--- src/rtl/coproc_pkg.sv ---
// Shared opcodes, screen geometry and FSM encoding for the zoom coprocessor host interface.
package coproc_pkg;

    localparam logic [2:0] NOP        = 3'b000;
    localparam logic [2:0] LOAD       = 3'b001;
    localparam logic [2:0] STORE      = 3'b010;
    localparam logic [2:0] ZOOM_IN    = 3'b011;
    localparam logic [2:0] ZOOM_OUT   = 3'b100;
    localparam logic [2:0] ZOOM_NN    = 3'b101;
    localparam logic [2:0] ZOOM_AVG   = 3'b110;
    localparam logic [2:0] RESET_INST = 3'b111;

    localparam logic [16:0] SCREEN_PIXELS = 17'd76800;

    typedef enum logic [2:0] {
        ST_IDLE      = 3'd0,
        ST_SETUP     = 3'd1,
        ST_STROBE    = 3'd2,
        ST_WAIT_ACK  = 3'd3,
        ST_WAIT_DONE = 3'd4,
        ST_RST_WAIT  = 3'd5,
        ST_RESPOND   = 3'd6
    } state_t;

endpackage

--- src/rtl/sync_2ff.sv ---
// Two-flop synchronizer for a bundle of independent asynchronous level signals.
module sync_2ff #(
    parameter int WIDTH = 1
) (
    input  logic             clock,
    input  logic             reset,
    input  logic [WIDTH-1:0] d,
    output logic [WIDTH-1:0] q
);

    logic [WIDTH-1:0] meta_r;
    logic [WIDTH-1:0] sync_r;

    // Metastability filter: first stage may go metastable, second stage is used downstream.
    always_ff @(posedge clock or negedge reset) begin
        if (!reset) begin
            meta_r <= '0;
            sync_r <= '0;
        end else begin
            meta_r <= d;
            sync_r <= meta_r;
        end
    end

    assign q = sync_r;

endmodule

--- src/rtl/coproc_cmd_issuer.sv ---
// Host-side initiator: strobes one command onto the coprocessor bus, tracks the
// done handshake across the clock boundary and returns a single response per command.
module coproc_cmd_issuer
    import coproc_pkg::*;
#(
    parameter int SETUP_CYCLES = 2,
    parameter int PULSE_CYCLES = 4,
    parameter int ACK_TIMEOUT  = 64,
    parameter int DONE_TIMEOUT = 4194304,
    parameter int RESET_WAIT   = 16,
    parameter int TMR_W        = 23
) (
    input  logic        clock,
    input  logic        reset,
    input  logic        cmd_valid,
    output logic        cmd_ready,
    input  logic [2:0]  cmd_opcode,
    input  logic [16:0] cmd_addr,
    input  logic [7:0]  cmd_data,
    output logic        rsp_valid,
    input  logic        rsp_ready,
    output logic [7:0]  rsp_data,
    output logic        rsp_error,
    output logic        rsp_zoom_max,
    output logic        rsp_zoom_min,
    output logic        rsp_timeout,
    output logic [2:0]  co_instruction,
    output logic [7:0]  co_data_in,
    output logic [16:0] co_mem_addr,
    output logic        co_enable,
    input  logic        co_done,
    input  logic        co_error,
    input  logic        co_zoom_max,
    input  logic        co_zoom_min,
    input  logic [7:0]  co_data_out,
    output logic        busy
);

    localparam logic [TMR_W-1:0] SETUP_LAST = TMR_W'(SETUP_CYCLES - 1);
    localparam logic [TMR_W-1:0] PULSE_LAST = TMR_W'(PULSE_CYCLES - 1);
    localparam logic [TMR_W-1:0] ACK_LAST   = TMR_W'(ACK_TIMEOUT - 1);
    localparam logic [TMR_W-1:0] DONE_LAST  = TMR_W'(DONE_TIMEOUT - 1);
    localparam logic [TMR_W-1:0] RST_LAST   = TMR_W'(RESET_WAIT - 1);
    localparam logic [TMR_W-1:0] TMR_MAX    = {TMR_W{1'b1}};

    state_t state_r, state_nxt_s;

    logic [3:0]       flags_sync_s;
    logic             done_s, error_s, zoom_max_s, zoom_min_s;
    logic             accept_s;

    logic [TMR_W-1:0] timer_r, timer_nxt_s;
    logic             cmd_ready_r, cmd_ready_nxt_s;
    logic             busy_r, busy_nxt_s;
    logic             co_enable_r, co_enable_nxt_s;
    logic [2:0]       co_inst_r, co_inst_nxt_s;
    logic [7:0]       co_din_r, co_din_nxt_s;
    logic [16:0]      co_addr_r, co_addr_nxt_s;
    logic             rsp_valid_r, rsp_valid_nxt_s;
    logic [7:0]       rsp_data_r, rsp_data_nxt_s;
    logic             rsp_err_r, rsp_err_nxt_s;
    logic             rsp_zmax_r, rsp_zmax_nxt_s;
    logic             rsp_zmin_r, rsp_zmin_nxt_s;
    logic             rsp_to_r, rsp_to_nxt_s;

    sync_2ff #(.WIDTH(4)) u_flag_sync (
        .clock (clock),
        .reset (reset),
        .d     ({co_done, co_error, co_zoom_max, co_zoom_min}),
        .q     (flags_sync_s)
    );

    assign {done_s, error_s, zoom_max_s, zoom_min_s} = flags_sync_s;
    assign accept_s = cmd_valid && cmd_ready_r && (state_r == ST_IDLE);

    // State register.
    always_ff @(posedge clock or negedge reset) begin
        if (!reset) begin
            state_r <= ST_IDLE;
        end else begin
            state_r <= state_nxt_s;
        end
    end

    // Next-state logic; an observed done edge wins over a simultaneous timeout.
    always_comb begin
        state_nxt_s = state_r;
        case (state_r)
            ST_IDLE: begin
                if (accept_s) begin
                    if (cmd_opcode == NOP) begin
                        state_nxt_s = ST_RESPOND;
                    end else begin
                        state_nxt_s = ST_SETUP;
                    end
                end else begin
                    state_nxt_s = ST_IDLE;
                end
            end
            ST_SETUP: begin
                if (timer_r == SETUP_LAST) begin
                    state_nxt_s = ST_STROBE;
                end else begin
                    state_nxt_s = ST_SETUP;
                end
            end
            ST_STROBE: begin
                if (timer_r != PULSE_LAST) begin
                    state_nxt_s = ST_STROBE;
                end else if (co_inst_r == RESET_INST) begin
                    state_nxt_s = ST_RST_WAIT;
                end else begin
                    state_nxt_s = ST_WAIT_ACK;
                end
            end
            ST_WAIT_ACK: begin
                if (!done_s) begin
                    state_nxt_s = ST_WAIT_DONE;
                end else if (timer_r == ACK_LAST) begin
                    state_nxt_s = ST_RESPOND;
                end else begin
                    state_nxt_s = ST_WAIT_ACK;
                end
            end
            ST_WAIT_DONE: begin
                if (done_s || (timer_r == DONE_LAST)) begin
                    state_nxt_s = ST_RESPOND;
                end else begin
                    state_nxt_s = ST_WAIT_DONE;
                end
            end
            ST_RST_WAIT: begin
                if (timer_r == RST_LAST) begin
                    state_nxt_s = ST_RESPOND;
                end else begin
                    state_nxt_s = ST_RST_WAIT;
                end
            end
            ST_RESPOND: begin
                if (rsp_ready) begin
                    state_nxt_s = ST_IDLE;
                end else begin
                    state_nxt_s = ST_RESPOND;
                end
            end
            default: state_nxt_s = ST_IDLE;
        endcase
    end

    // Output logic: next values for every registered output; the bus only changes on accept.
    always_comb begin
        co_inst_nxt_s   = co_inst_r;
        co_din_nxt_s    = co_din_r;
        co_addr_nxt_s   = co_addr_r;
        rsp_data_nxt_s  = rsp_data_r;
        rsp_err_nxt_s   = rsp_err_r;
        rsp_zmax_nxt_s  = rsp_zmax_r;
        rsp_zmin_nxt_s  = rsp_zmin_r;
        rsp_to_nxt_s    = rsp_to_r;
        cmd_ready_nxt_s = (state_nxt_s == ST_IDLE);
        busy_nxt_s      = (state_nxt_s != ST_IDLE);
        rsp_valid_nxt_s = (state_nxt_s == ST_RESPOND);
        co_enable_nxt_s = (state_nxt_s != ST_STROBE);

        if (state_nxt_s != state_r) begin
            timer_nxt_s = '0;
        end else if (timer_r == TMR_MAX) begin
            timer_nxt_s = timer_r;
        end else begin
            timer_nxt_s = timer_r + TMR_W'(1);
        end

        case (state_r)
            ST_IDLE: begin
                if (accept_s) begin
                    co_inst_nxt_s  = cmd_opcode;
                    co_din_nxt_s   = cmd_data;
                    co_addr_nxt_s  = cmd_addr;
                    rsp_data_nxt_s = 8'h00;
                    rsp_err_nxt_s  = 1'b0;
                    rsp_zmax_nxt_s = 1'b0;
                    rsp_zmin_nxt_s = 1'b0;
                    rsp_to_nxt_s   = 1'b0;
                end else begin
                    rsp_to_nxt_s = rsp_to_r;
                end
            end
            ST_WAIT_ACK: begin
                if (state_nxt_s == ST_RESPOND) begin
                    rsp_to_nxt_s = 1'b1;
                end else begin
                    rsp_to_nxt_s = rsp_to_r;
                end
            end
            ST_WAIT_DONE: begin
                if (done_s) begin
                    rsp_data_nxt_s = co_data_out;
                    rsp_err_nxt_s  = error_s;
                    rsp_zmax_nxt_s = zoom_max_s;
                    rsp_zmin_nxt_s = zoom_min_s;
                end else if (state_nxt_s == ST_RESPOND) begin
                    rsp_to_nxt_s   = 1'b1;
                    rsp_err_nxt_s  = error_s;
                    rsp_zmax_nxt_s = zoom_max_s;
                    rsp_zmin_nxt_s = zoom_min_s;
                end else begin
                    rsp_to_nxt_s = rsp_to_r;
                end
            end
            ST_RST_WAIT: begin
                if (state_nxt_s == ST_RESPOND) begin
                    rsp_err_nxt_s = error_s;
                end else begin
                    rsp_err_nxt_s = rsp_err_r;
                end
            end
            default: begin
                rsp_to_nxt_s = rsp_to_r;
            end
        endcase
    end

    // Output and timer registers; reset drives enable high asynchronously.
    always_ff @(posedge clock or negedge reset) begin
        if (!reset) begin
            timer_r     <= '0;
            cmd_ready_r <= 1'b0;
            busy_r      <= 1'b0;
            co_enable_r <= 1'b1;
            co_inst_r   <= 3'b000;
            co_din_r    <= 8'h00;
            co_addr_r   <= 17'h00000;
            rsp_valid_r <= 1'b0;
            rsp_data_r  <= 8'h00;
            rsp_err_r   <= 1'b0;
            rsp_zmax_r  <= 1'b0;
            rsp_zmin_r  <= 1'b0;
            rsp_to_r    <= 1'b0;
        end else begin
            timer_r     <= timer_nxt_s;
            cmd_ready_r <= cmd_ready_nxt_s;
            busy_r      <= busy_nxt_s;
            co_enable_r <= co_enable_nxt_s;
            co_inst_r   <= co_inst_nxt_s;
            co_din_r    <= co_din_nxt_s;
            co_addr_r   <= co_addr_nxt_s;
            rsp_valid_r <= rsp_valid_nxt_s;
            rsp_data_r  <= rsp_data_nxt_s;
            rsp_err_r   <= rsp_err_nxt_s;
            rsp_zmax_r  <= rsp_zmax_nxt_s;
            rsp_zmin_r  <= rsp_zmin_nxt_s;
            rsp_to_r    <= rsp_to_nxt_s;
        end
    end

    assign cmd_ready      = cmd_ready_r;
    assign busy           = busy_r;
    assign co_enable      = co_enable_r;
    assign co_instruction = co_inst_r;
    assign co_data_in     = co_din_r;
    assign co_mem_addr    = co_addr_r;
    assign rsp_valid      = rsp_valid_r;
    assign rsp_data       = rsp_data_r;
    assign rsp_error      = rsp_err_r;
    assign rsp_zoom_max   = rsp_zmax_r;
    assign rsp_zoom_min   = rsp_zmin_r;
    assign rsp_timeout    = rsp_to_r;

endmodule

--- config.mk ---
export PLATFORM = sky130hd
export DESIGN_NAME = coproc_cmd_issuer
export DESIGN_NICKNAME = d
export VERILOG_FILES = /design/src/rtl/coproc_pkg.sv /design/src/rtl/sync_2ff.sv /design/src/rtl/coproc_cmd_issuer.sv
export SDC_FILE = /design/constraint.sdc
export NUM_CORES = 1
export LEC_CHECK = 0
export BUFFER_PORTS_ARGS = -buffer_cell sky130_fd_sc_hd__buf_2
export CAP_MARGIN = 20
export CORE_ASPECT_RATIO = 1.1
export CORE_MARGIN = 2
export CORE_UTILIZATION = 59
export CTS_BUF_LIST = sky130_fd_sc_hd__clkbuf_2
export CTS_CLUSTER_SIZE = 28
export DETAILED_ROUTE_END_ITERATION = 8
export PLACE_DENSITY = 0.9
export RECOVER_POWER = 100
export SYNTH_ARGS = -nofsm -noshare
export SYNTH_HDL_FRONTEND = slang
export SYNTH_SLANG_ARGS = --single-unit
--- constraint.sdc ---
create_clock -name clock -period 6.05 [get_ports clock]
set_input_delay 0.605 -clock clock [delete_from_list [all_inputs] [get_ports clock]]
set_output_delay 0.605 -clock clock [all_outputs]
set_load 0.05 [all_outputs]
==> flow_results.org <==
** CTS
- Number of buffers between clock root and the deepest sink :: 2
- Clock latency on the worst-skew pair :: 530 ps
- For this design, the sink count on the clock tree is 78.
- Post-CTS Hold Buffers :: 0
- Counting the buffers created by CTS gives 9.
- TritonCTS built the clock tree.
- Once the clock tree was built, the resizer swapped 0 gates to a different size.
- CTS root buffer :: sky130_fd_sc_hd__clkbuf_2
- Clock edge transition at the registers on the reported setup and hold paths :: 240 ps
- Post-CTS Setup Inserts :: 0
- Clock H-tree levels :: 3

** Global route
- The number of global-route vias before repair was 2,774.
- Number of antenna violations at the first check in global routing :: 0
- The first global-routing pass estimated 12.7 mm of wire.
- For this run, the total global-route usage over all layers was measured as 24.4%.
- Summed over all layers, the global routing overflow is 0.
- Pin count of the biggest net entering global routing :: 79

** Yosys
- Area share of the leading cell type in the synthesized netlist :: 54.9%
- YS warnings :: 0
- After synthesis, the share of flip-flops with an asynchronous set or reset is 100%.
- Yosys mapped the design onto 57 distinct sky130hd cell types.
- sky130_fd_sc_hd__dfrtp_1 is the most common cell in the netlist.
- Avg Inst Size Synth :: 11.6 um2
- The synthesized design contains 78 register bits.
- Gate Count Post-Synth :: 302
- The synthesized design contains 0 enable-type register cells.
- In the post-synthesis netlist, the biggest area contributors are sky130_fd_sc_hd__dfrtp_1 (55%), sky130_fd_sc_hd__mux2_2 (9.0%), sky130_fd_sc_hd__nor2_1 (4.5%).
- Sequential area share after synthesis :: 55.7%
- Counting every net in the synthesized netlist gives 348.
- By count the netlist is led by sky130_fd_sc_hd__dfrtp_1 (77), sky130_fd_sc_hd__nor2_1 (42), sky130_fd_sc_hd__mux2_2 (28), sky130_fd_sc_hd__nand2_1 (19), sky130_fd_sc_hd__nand3_1 (12).
- The synthesized netlist occupies a cell area of 0.00351 mm2.
- The biggest area contributor in the post-synthesis netlist is sky130_fd_sc_hd__dfrtp_1.
- Most common flop cell mapped by yosys :: sky130_fd_sc_hd__dfrtp_1

** Floorplan
- The die is 84.9 um tall.
- Die footprint :: 0.00658 mm2
- Placement Rows :: 29
- Area of the core :: 0.00577 mm2
- # IOs :: 88
- Once the floorplan was initialized, standard cells occupied 60.8% of the core.
- Floorplan die width :: 77.5 um

** Critical path
- Largest fanout on the critical path :: 23
- The critical path in this run is classified as flip-flop to flip-flop.
- The most numerous cell type found on the critical path is sky130_fd_sc_hd__nor4_1.
- The worst setup path is launched from a flip-flop.
- At the worst endpoint, the arrival time is 4080 ps.
- Top cell family by delay on the critical path :: compound AO/OA/AOI/OAI gates
- Among all stages on the critical path, the largest delay is contributed by sky130_fd_sc_hd__o211ai_1.
- For the worst setup path, the data required time is 6380 ps.
- Slowest cell delay on critical path :: 1330 ps
- STA classifies the critical path endpoint as a flip-flop.
- The signal on the critical path passes through nor4_1 > nand4_1 > nor4_1 > nor3_1 > o311a_1 > o211ai_1 > nor3b_1.
- Worst Path Buf+Inv :: 0

** Timing
- Worst hold slack across all endpoints :: 172 ps
- Setup violations remaining at the end of the flow were counted as 0.
- The final critical path takes up 61.9% of the cycle.
- Slew at the pin with the worst max-slew slack :: 3940 ps
- Counting I/O delays and the setup requirement, the final critical path takes 3750 ps.
- Derived from the worst setup path, the maximum achievable clock frequency is 0.267 GHz.
- For the final routed database, the setup TNS stands at 0 ps.
- Final-report max-slew violation count :: 135
- The worst pin sits at a relative slew slack of -163%.
- Worst setup margin :: 2300 ps
- The total count of hold-check failures in the final report was 0.
- Setup repair after global routing left no endpoint under its margin.
- Final worst clock skew :: 26.2 ps

** Run
- Across the run, the number of max-cap violations was 3.

** Place
- IO Port Bufs :: 87
- Detailed placement finished with a half-perimeter wire length of 5.57 mm.
- Before CTS, the worst setup slack after placement is 3110 ps.
- At the end of routability-driven placement, the weighted congestion stood at 0.851.
- Area after DPL :: 0.00400 mm2

** Drt
- Vias per inst :: 5.72
- Top routing layer in use :: met4
- Total detailed-routing wirelength :: 7.60 mm
- Antenna-violating nets left :: 0
- The first routing iteration left 170 violations.
- DRC violation count after routing :: 0
- Met3 wire length :: 458 um
- Wire length per cell after detailed routing :: 16.1 um
- In the detailed route, the total length drawn on met2 is 3.94 mm.
- Via count of the routed design :: 2,698
- In the final routing, the length of wire on met1 measures 3.05 mm.
- TritonRoute pass-1 iters :: 4

** Cells and area
- Number of fillers in the final layout :: 454
- In the final layout, the share of cells above drive strength 1 is 25.1%.
- Antenna diodes :: 0
- Final nets :: 436
- The finished cells cover 0.00400 mm2.
- Relative to the synthesized area, the layout overhead comes to 13.8%.

** Status
- Run status :: finished, violations left
- The checks that failed: max-capacitance violations, max-slew violations.

** Pwr
- Ratio of total power to cell area :: 545 mW/mm2
- The worst-case IR drop observed on VDD is 0.462 mV.
- The design draws 2.18 mW.
- Lkg Pwr :: 1.76 nW

** Hold path
- The min-delay analysis places its worst path in the category input port to flip-flop.
==> final timing paths <==
path	from	to	slack (ps)	cells past startpoint
worst max-delay path	timer_r[10]$_DFFE_PN0P_	timer_r[2]$_DFFE_PN0P_	2300	7
worst min-delay path	co_error	u_flag_sync.meta_r[2]$_DFF_PN0_	170	1
worst max register to register	timer_r[10]$_DFFE_PN0P_	timer_r[2]$_DFFE_PN0P_	2300	7
worst min register to register	u_flag_sync.meta_r[3]$_DFF_PN0_	u_flag_sync.q[3]$_DFF_PN0_	380	0
max in group asynchronous	reset	cmd_ready$_DFF_PN0_	2440	1
min in group asynchronous	reset	timer_r[12]$_DFFE_PN0P_	1400	1
==> routing by layer <==
metal / track usage, % / vias to the layer above
met1: 30.4 / 1324
li1: - / 1257
met3: 6.38 / 17
met2: 41.3 / 100
met4: 8.93 / 0
met5: 0 / -
==> area by class of cell <==
cell class                      instances  area (um2)  area share (%)
Inverter                                5        18.8           0.470
Tap cell                               77        96.3            2.41
Sequential cell                        78        1950            48.9
Timing Repair Buffer                   88         383            9.58
Clock inverter                          7        57.6            1.44
Multi-Input combinational cell        208        1440            36.1
Clock buffer                            9        45.0            1.13
==> kinds of logic (layout without fill, tap and decap cells) <==
logic type	count (synthesis)	in the layout	synth area share, %
and+or+nand+nor	122	122	18.3
DFF	78	78	55.7
AOI/OAI and AO/OA	36	36	9.16
muxes	28	28	8.98
xor gates and xnor gates	20	20	4.99
buffers and inverters	16	109	2.21
adders and majority gates	2	2	0.713
==> state kept, by name (all words and copies together), names as in the netlist <==
| register | flops |
|---|---|
| co_enable | 1 |
| cmd_ready | 1 |
| u_flag_sync.q | 4 |
| rsp_zoom_max | 1 |
| rsp_timeout | 1 |
| co_data_in | 8 |
| co_mem_addr | 17 |
| rsp_data | 8 |
| state_r | 3 |
| u_flag_sync.meta_r | 4 |
| co_instruction | 3 |
| busy | 1 |
| rsp_error | 1 |
| timer_r | 23 |
| rsp_zoom_min | 1 |
| rsp_valid | 1 |
==> per-stage QoR <==
stage               utilization (%)  cells
finish                         69.2    472
global route                   69.2    472
CTS                            71.1    472
detailed placement             69.3    456
global placement               69.3    456
floorplan                         -    302
==> power by group <==
part / switching (mW) / total [mW] / internal (mW) / leakage [nW]
logic: 0.832 / 1.11 / 0.276 / 0.710
clock network: 0.196 / 0.255 / 0.0590 / 0.0604
registers: 0.125 / 0.812 / 0.687 / 0.991
==> placed cells by master, fill, tap and decap left out, types with 5 or more instances in the layout <==
cell / n
sky130_fd_sc_hd__nand3_1: 12
sky130_fd_sc_hd__nand4_1: 6
sky130_fd_sc_hd__nor3_1: 9
sky130_fd_sc_hd__nor4_1: 7
sky130_fd_sc_hd__xnor2_1: 9
sky130_fd_sc_hd__a22o_1: 9
sky130_fd_sc_hd__mux2_2: 28
sky130_fd_sc_hd__clkbuf_1: 46
sky130_fd_sc_hd__buf_2: 42
sky130_fd_sc_hd__nand2_1: 19
sky130_fd_sc_hd__dfrtp_1: 77
sky130_fd_sc_hd__clkbuf_2: 9
sky130_fd_sc_hd__nor2_1: 42
sky130_fd_sc_hd__inv_1: 5
sky130_fd_sc_hd__xor2_1: 11
==> worst reg2reg max path: stages (launching register included) <==
cell	delay (ps)
sky130_fd_sc_hd__dfrtp_1	490
sky130_fd_sc_hd__nor4_1	290
sky130_fd_sc_hd__nand4_1	340
sky130_fd_sc_hd__nor4_1	530
sky130_fd_sc_hd__nor3_1	120
sky130_fd_sc_hd__o311a_1	310
sky130_fd_sc_hd__o211ai_1	1330
sky130_fd_sc_hd__nor3b_1	150
Power figures use the tool's default switching activity.
